`config.mk`:
```
export PLATFORM = sky130hd
export DESIGN_NAME = sram_rom_loader
export DESIGN_NICKNAME = d
export VERILOG_FILES = /design/src/rtl/sram_rom_loader.sv
export SDC_FILE = /design/constraint.sdc
export NUM_CORES = 1
export LEC_CHECK = 0
export ABC_AREA = 1
export CELL_PAD_IN_SITES_DETAIL_PLACEMENT = 0
export CELL_PAD_IN_SITES_GLOBAL_PLACEMENT = 1
export CORE_ASPECT_RATIO = 1.5
export CORE_MARGIN = 1.5
export CORE_UTILIZATION = 30
export CTS_BUF_LIST = sky130_fd_sc_hd__clkbuf_8
export CTS_CLUSTER_SIZE = 20
export DETAILED_ROUTE_END_ITERATION = 8
export GPL_TIMING_DRIVEN = 0
export PLACE_DENSITY = 0.63
export SETUP_SLACK_MARGIN = 0.02
export SLEW_MARGIN = 20
export SYNTH_ARGS = -nofsm -noshare
export SYNTH_HDL_FRONTEND = slang
export SYNTH_SLANG_ARGS = --single-unit
```
`constraint.sdc`:
```
create_clock -name clk_sys -period 7.6 [get_ports clk_sys]
set_clock_uncertainty 0.05 [all_clocks]
set_input_delay 1.52 -clock clk_sys [delete_from_list [all_inputs] [get_ports clk_sys]]
set_output_delay 1.52 -clock clk_sys [all_outputs]
set_load 0.01 [all_outputs]
```
`src/rtl/sram_rom_loader.sv`:
```
// Packs the APF byte-wide ROM download into 16-bit little-endian words, drives timed
// write cycles into the SRAM wrapper, then hands the SRAM bus to the game read port.
module sram_rom_loader #(
  parameter int unsigned ADDR_W       = 17,
  parameter int unsigned SETUP_CYCLES = 1,
  parameter int unsigned WE_CYCLES    = 2
) (
  input  logic              clk_sys,
  input  logic              reset,
  input  logic              ioctl_download,
  input  logic              ioctl_wr,
  input  logic [ADDR_W:0]   ioctl_addr,
  input  logic [7:0]        ioctl_dout,
  input  logic [ADDR_W-1:0] rd_addr,
  output logic [15:0]       rd_data,
  output logic              sram_wr_en,
  output logic [ADDR_W-1:0] sram_addr,
  output logic [15:0]       sram_din,
  input  logic [15:0]       sram_dout,
  output logic              busy,
  output logic              done,
  output logic              overflow
);

  localparam logic [1:0] StIdle  = 2'd0;
  localparam logic [1:0] StSetup = 2'd1;
  localparam logic [1:0] StWrite = 2'd2;
  localparam logic [1:0] StHold  = 2'd3;

  logic [1:0]        state_q, state_d;
  logic [7:0]        cnt_q, cnt_d;
  logic              wr_en_q, wr_en_d;
  logic [ADDR_W-1:0] addr_q, addr_d;
  logic [15:0]       din_q, din_d;
  logic [15:0]       rd_data_q;
  logic              done_q, done_d;
  logic              ovf_q, ovf_d;
  logic              seen_q, dl_q;

  // Pack register: either an even half word, or (pk_full) a complete word deferred
  // by one cycle because another word committed in the same cycle.
  logic              pk_valid_q, pk_valid_d;
  logic              pk_full_q, pk_full_d;
  logic [ADDR_W-1:0] pk_addr_q, pk_addr_d;
  logic [7:0]        pk_lo_q, pk_lo_d;
  logic [7:0]        pk_hi_q, pk_hi_d;

  logic              slot_full_q;
  logic [ADDR_W-1:0] slot_addr_q;
  logic [15:0]       slot_data_q;

  logic              strobe, dl_rise, take, commit, accept, drop, rd_mode;
  logic [ADDR_W-1:0] byte_waddr, c_addr;
  logic [15:0]       c_data;

  assign strobe     = ioctl_wr && ioctl_download;
  assign dl_rise    = ioctl_download && !dl_q;
  assign byte_waddr = ioctl_addr[ADDR_W:1];
  assign take       = slot_full_q && (state_q == StIdle || state_q == StHold);
  assign accept     = commit && (!slot_full_q || take);
  assign drop       = commit && slot_full_q && !take;

  always_comb begin
    commit     = 1'b0;
    c_addr     = pk_addr_q;
    c_data     = {pk_hi_q, pk_lo_q};
    pk_valid_d = pk_valid_q;
    pk_full_d  = pk_full_q;
    pk_addr_d  = pk_addr_q;
    pk_lo_d    = pk_lo_q;
    pk_hi_d    = pk_hi_q;
    if (pk_valid_q && pk_full_q) begin
      commit     = 1'b1;
      pk_valid_d = 1'b0;
      pk_full_d  = 1'b0;
    end else if (pk_valid_q && (!ioctl_download || (strobe && byte_waddr != pk_addr_q))) begin
      commit     = 1'b1;
      c_data     = {8'h00, pk_lo_q};
      pk_valid_d = 1'b0;
    end
    if (strobe) begin
      if (!ioctl_addr[0]) begin
        pk_valid_d = 1'b1;
        pk_full_d  = 1'b0;
        pk_addr_d  = byte_waddr;
        pk_lo_d    = ioctl_dout;
      end else if (pk_valid_q && !pk_full_q && pk_addr_q == byte_waddr) begin
        commit     = 1'b1;
        c_addr     = byte_waddr;
        c_data     = {ioctl_dout, pk_lo_q};
        pk_valid_d = 1'b0;
      end else if (commit) begin
        pk_valid_d = 1'b1;
        pk_full_d  = 1'b1;
        pk_addr_d  = byte_waddr;
        pk_lo_d    = 8'h00;
        pk_hi_d    = ioctl_dout;
      end else begin
        commit = 1'b1;
        c_addr = byte_waddr;
        c_data = {ioctl_dout, 8'h00};
      end
    end
  end

  // HOLD may chain straight into the next SETUP, giving a SETUP+WE+1 word period.
  always_comb begin
    state_d = state_q;
    cnt_d   = cnt_q;
    wr_en_d = wr_en_q;
    addr_d  = addr_q;
    din_d   = din_q;
    case (state_q)
      StIdle, StHold: begin
        if (take) begin
          state_d = StSetup;
          cnt_d   = 8'd0;
          addr_d  = slot_addr_q;
          din_d   = slot_data_q;
        end else begin
          state_d = StIdle;
        end
      end
      StSetup: begin
        if (cnt_q == 8'(SETUP_CYCLES - 1)) begin
          state_d = StWrite;
          cnt_d   = 8'd0;
          wr_en_d = 1'b1;
        end else begin
          cnt_d = cnt_q + 8'd1;
        end
      end
      StWrite: begin
        if (cnt_q == 8'(WE_CYCLES - 1)) begin
          state_d = StHold;
          cnt_d   = 8'd0;
          wr_en_d = 1'b0;
        end else begin
          cnt_d = cnt_q + 8'd1;
        end
      end
      default: state_d = StIdle;
    endcase
  end

  always_comb begin
    done_d = done_q;
    if (dl_rise) begin
      done_d = 1'b0;
    end else if (seen_q && !ioctl_download && !pk_valid_q && !slot_full_q && state_q == StIdle) begin
      done_d = 1'b1;
    end
    ovf_d = drop ? 1'b1 : (dl_rise ? 1'b0 : ovf_q);
  end

  assign rd_mode = (state_q == StIdle) && !ioctl_download && !pk_valid_q && !slot_full_q &&
                   !reset;

  always_ff @(posedge clk_sys or posedge reset) begin
    if (reset) begin
      state_q     <= StIdle;
      cnt_q       <= 8'd0;
      wr_en_q     <= 1'b0;
      addr_q      <= '0;
      din_q       <= 16'h0000;
      rd_data_q   <= 16'h0000;
      done_q      <= 1'b0;
      ovf_q       <= 1'b0;
      seen_q      <= 1'b0;
      dl_q        <= 1'b0;
      pk_valid_q  <= 1'b0;
      pk_full_q   <= 1'b0;
      pk_addr_q   <= '0;
      pk_lo_q     <= 8'h00;
      pk_hi_q     <= 8'h00;
      slot_full_q <= 1'b0;
      slot_addr_q <= '0;
      slot_data_q <= 16'h0000;
    end else begin
      state_q    <= state_d;
      cnt_q      <= cnt_d;
      wr_en_q    <= wr_en_d;
      addr_q     <= addr_d;
      din_q      <= din_d;
      done_q     <= done_d;
      ovf_q      <= ovf_d;
      seen_q     <= seen_q || dl_rise;
      dl_q       <= ioctl_download;
      pk_valid_q <= pk_valid_d;
      pk_full_q  <= pk_full_d;
      pk_addr_q  <= pk_addr_d;
      pk_lo_q    <= pk_lo_d;
      pk_hi_q    <= pk_hi_d;
      if (rd_mode) begin
        rd_data_q <= sram_dout;
      end
      if (accept) begin
        slot_full_q <= 1'b1;
        slot_addr_q <= c_addr;
        slot_data_q <= c_data;
      end else if (take) begin
        slot_full_q <= 1'b0;
      end
    end
  end

  assign sram_wr_en = wr_en_q;
  assign sram_addr  = rd_mode ? rd_addr : addr_q;
  assign sram_din   = din_q;
  assign rd_data    = rd_data_q;
  assign done       = done_q;
  assign overflow   = ovf_q;
  assign busy       = (state_q != StIdle) || pk_valid_q || slot_full_q;

endmodule

```
==> impl_metrics.ini <==
[final_layout]
nets = 851
syn_to_final_growth_pct = 31.6
utilization_pct = 40.1
layout.filler_cells = 2013
drive_gt1_share_pct = 16.3
antennaDiodeCount = 0

[detailed_routing]
final_antenna_net_count = 0
dr.pass1.iters = 5
drc_errors = 0
drtIter0Drc = 341
routed_wl_mm = 15.4
dr_total_vias = 4793
post_drt_via_cell_ratio = 4.53
wire_per_inst_um = 14.5

[die]
start_util_pct = 30.5
die_y_um = 179
core_area_um2 = 20300
placementRows = 64
top_level_ports = 116
dieArea_um2 = 21600
die_x_um = 120

[synth]
synth_top_area_cell = dfrtp_1
syn_avg_cell_area_um2 = 9.59
synth_top_area_share_pct = 53.7
syn-num-nets = 716
synth_top_family_by_area = simple AND/OR/NAND/NOR gates
ys.flop_type = dfrtp_1
synth_compound_area_share_pct = 5.20
synthCells = 647
synth-simple-area-share_pct = 20.1
synthDistinctLibCells = 29
synthMuxAreaShare_pct = 12.0
ys_async_sr_fraction_pct = 100
synth-edff-count = 0
synthXorXnorAreaFrac_pct = 0.989
yosysSeqAreaShare_pct = 53.7
ys_ff_latch = 133
synthAdderAreaFrac_pct = 1.21
synth_most_common_cell = nand2_1
ys_top_cells_by_area = dfrtp_1 (54%), mux2_2 (12%), nand2_1 (12%)
yosysWarnings = 0
netlist_area_um2 = 6200
synth_top_cells_by_count = nand2_1 (191), dfrtp_1 (133), inv_1 (68)

[sta]
fin_tns_setup_ps = 0
slew_headroom_pct = 48.4
setup_viol = 0
period_share_pct = 70.0
fmax_mhz = 188
setup_ws_ps = 2280
whs_ps = 422
finalHoldViolCount = 0
period_needed_ps = 5320
worstMarginPinSlew_ps = 774
drv_slew = 0
rsz0062_at_grt = false

[critical_path]
r2r_end = sram_din[11]$_DFFE_PP0P_
cp-start-kind = primary input
r2r_cells = 6
endpoint_kind = output pin
r2r-start = state_q[1]$_DFFE_PP0P_
cp.required_ps = 6030
criticalPathCategory = in2out
crit_fanout = 51
worstPathArrival_ps = 3750
rrSetupSlack_ps = 5290

[worst_hold_path]
min_path_type = reg2reg
hold_start = seen_q$_DFF_PP0_
holdPathStages = 1
hold_end = seen_q$_DFF_PP0_

[clocking]
clk_path_buf_depth = 2
insertion_delay_ps = 430
cts_resized = 0
numCtsBuffers = 17
ctsHoldBuffers = 0
cts_setup_buffers = 0
h-tree-depth = 4
clock_sinks = 133
cts_tree = yes
cts_root_buf = clkbuf_8
clkTransAtPathRegs_ps = 70

[run]
drv_cap = 0

[power_and_ir_drop]
p_seq_share_pct = 39.8
pwr_density_cell_nw_per_um2 = 337
switching_share_pct = 31.9
intPower_mw = 1.87
vdd_ir_drop_max_v = 0.000146
pwr-share-comb_pct = 36.1
switching_power_mw = 0.876
power.leakage_nw = 3.91
clockPowerShare_pct = 24.2

[grt]
grt.total_usage_pct = 14.7
antenna_found_initial = 0
grt_remaining_overflow = 0
grt_max_degree = 85
first_global_vias = 4827
grt_first_pass_wirelength_mm = 24.9

[run_status]
status = completed

[place]
portBuffers = 115
hpwl_mm = 11.6
dp_slack_ps = 2190
gp_congestion = 0.796
==> power by group through the flow <==
stage	combinational, mW	sequential [mW]	clock [mW]
floorplan	0.559	1.10	0
global placement	0.985	1.10	0
detailed placement	1.00	1.11	0
CTS	1.01	1.10	0.687
global route	1.10	1.13	0.717
finish	0.991	1.09	0.664
==> state kept, by name (all words and copies together), names as in the netlist <==
signal       cells
sram_wr_en       1
cnt_q            8
pk_valid_q       1
done             1
state_q          2
slot_addr_q     17
overflow         1
pk_hi_q          8
seen_q           1
addr_q          17
pk_addr_q       17
slot_full_q      1
pk_full_q        1
sram_din        16
dl_q             1
slot_data_q     16
pk_lo_q          8
rd_data         16
==> layer usage <==
metal  global-route usage [%]  vias up  part of all wire, %
li1                         -     2385                    -
met1                     18.3     2294                   43
met2                     25.9      104                   52
met3                     2.23       10                  3.5
met4                     4.71        0                  1.0
met5                        0        -                    0
==> how the worst max path moves through the flow <==
| stage | cells after the start | slack, ps | start | endpoint |
|---|---|---|---|---|
| 2_1_floorplan | 4 | 480 | reset | sram_addr[0] |
| 3_3_place_gp | 6 | -2090 | reset | sram_addr[9] |
| 3_5_place_dp | 6 | 2190 | reset | sram_addr[3] |
| 4_1_cts | 6 | 2190 | reset | sram_addr[3] |
| 5_1_grt | 6 | 2080 | reset | sram_addr[3] |
| 6_report | 6 | 2280 | reset | sram_addr[3] |
==> critical path, stage by stage <==
cell and delay (ps):
clkdlybuf4s50_1 560, inv_8 170, nand3_1 270, buf_2 340
mux2_2 370, clkdlybuf4s50_1 490
==> layout by cell type (no fill, tap or decap), drive strengths merged <==
master         Yosys  routed
nand2            197     197
o31ai              1       1
xnor2              2       2
nand3             37      37
inv               69      70
bufinv             0       5
o21ai             46      46
nor3               3       3
a32o               1       1
mux2              66      66
nor2              16      16
or2                1       1
nand4             29      29
dfrtp            133     133
clkdlybuf4s50      0     115
clkbuf             4      21
o22ai              9       9
buf               21      22
xor2               5       5
ha                 6       6
clkinvlp           0       4
o211ai             1       1
clkinv             0       3
==> kinds of logic (layout without fill, tap and decap cells) <==
logic type                 after synthesis  after routing
xor gates and xnor gates                 7              7
buffers and inverters                   94            240
muxes                                   66             66
and+or+nand+nor                        283            283
AOI/OAI and AO/OA                       58             58
adders and majority gates                6              6
DFF                                    133            133
==> final cells by class <==
class	count	area [um^2]	share of cell area (%)
buffer	25	168	2.05
clock inverter	13	208	2.55
timing repair buffer	116	1180	14.4
multi-input combinational	420	2450	30.0
inverter	69	267	3.27
clock buffer	17	234	2.87
tap	264	330	4.05
sequential	133	3330	40.8
==> through the flow <==
step	cells	area, um^2	total power, mW
floorplan	647	6200	1.66
global placement	1026	7680	2.09
detailed placement	1027	7720	2.11
CTS	1057	8160	2.79
global route	1057	8160	2.94
finish	1057	8160	2.75
Power figures use the tool's default switching activity.
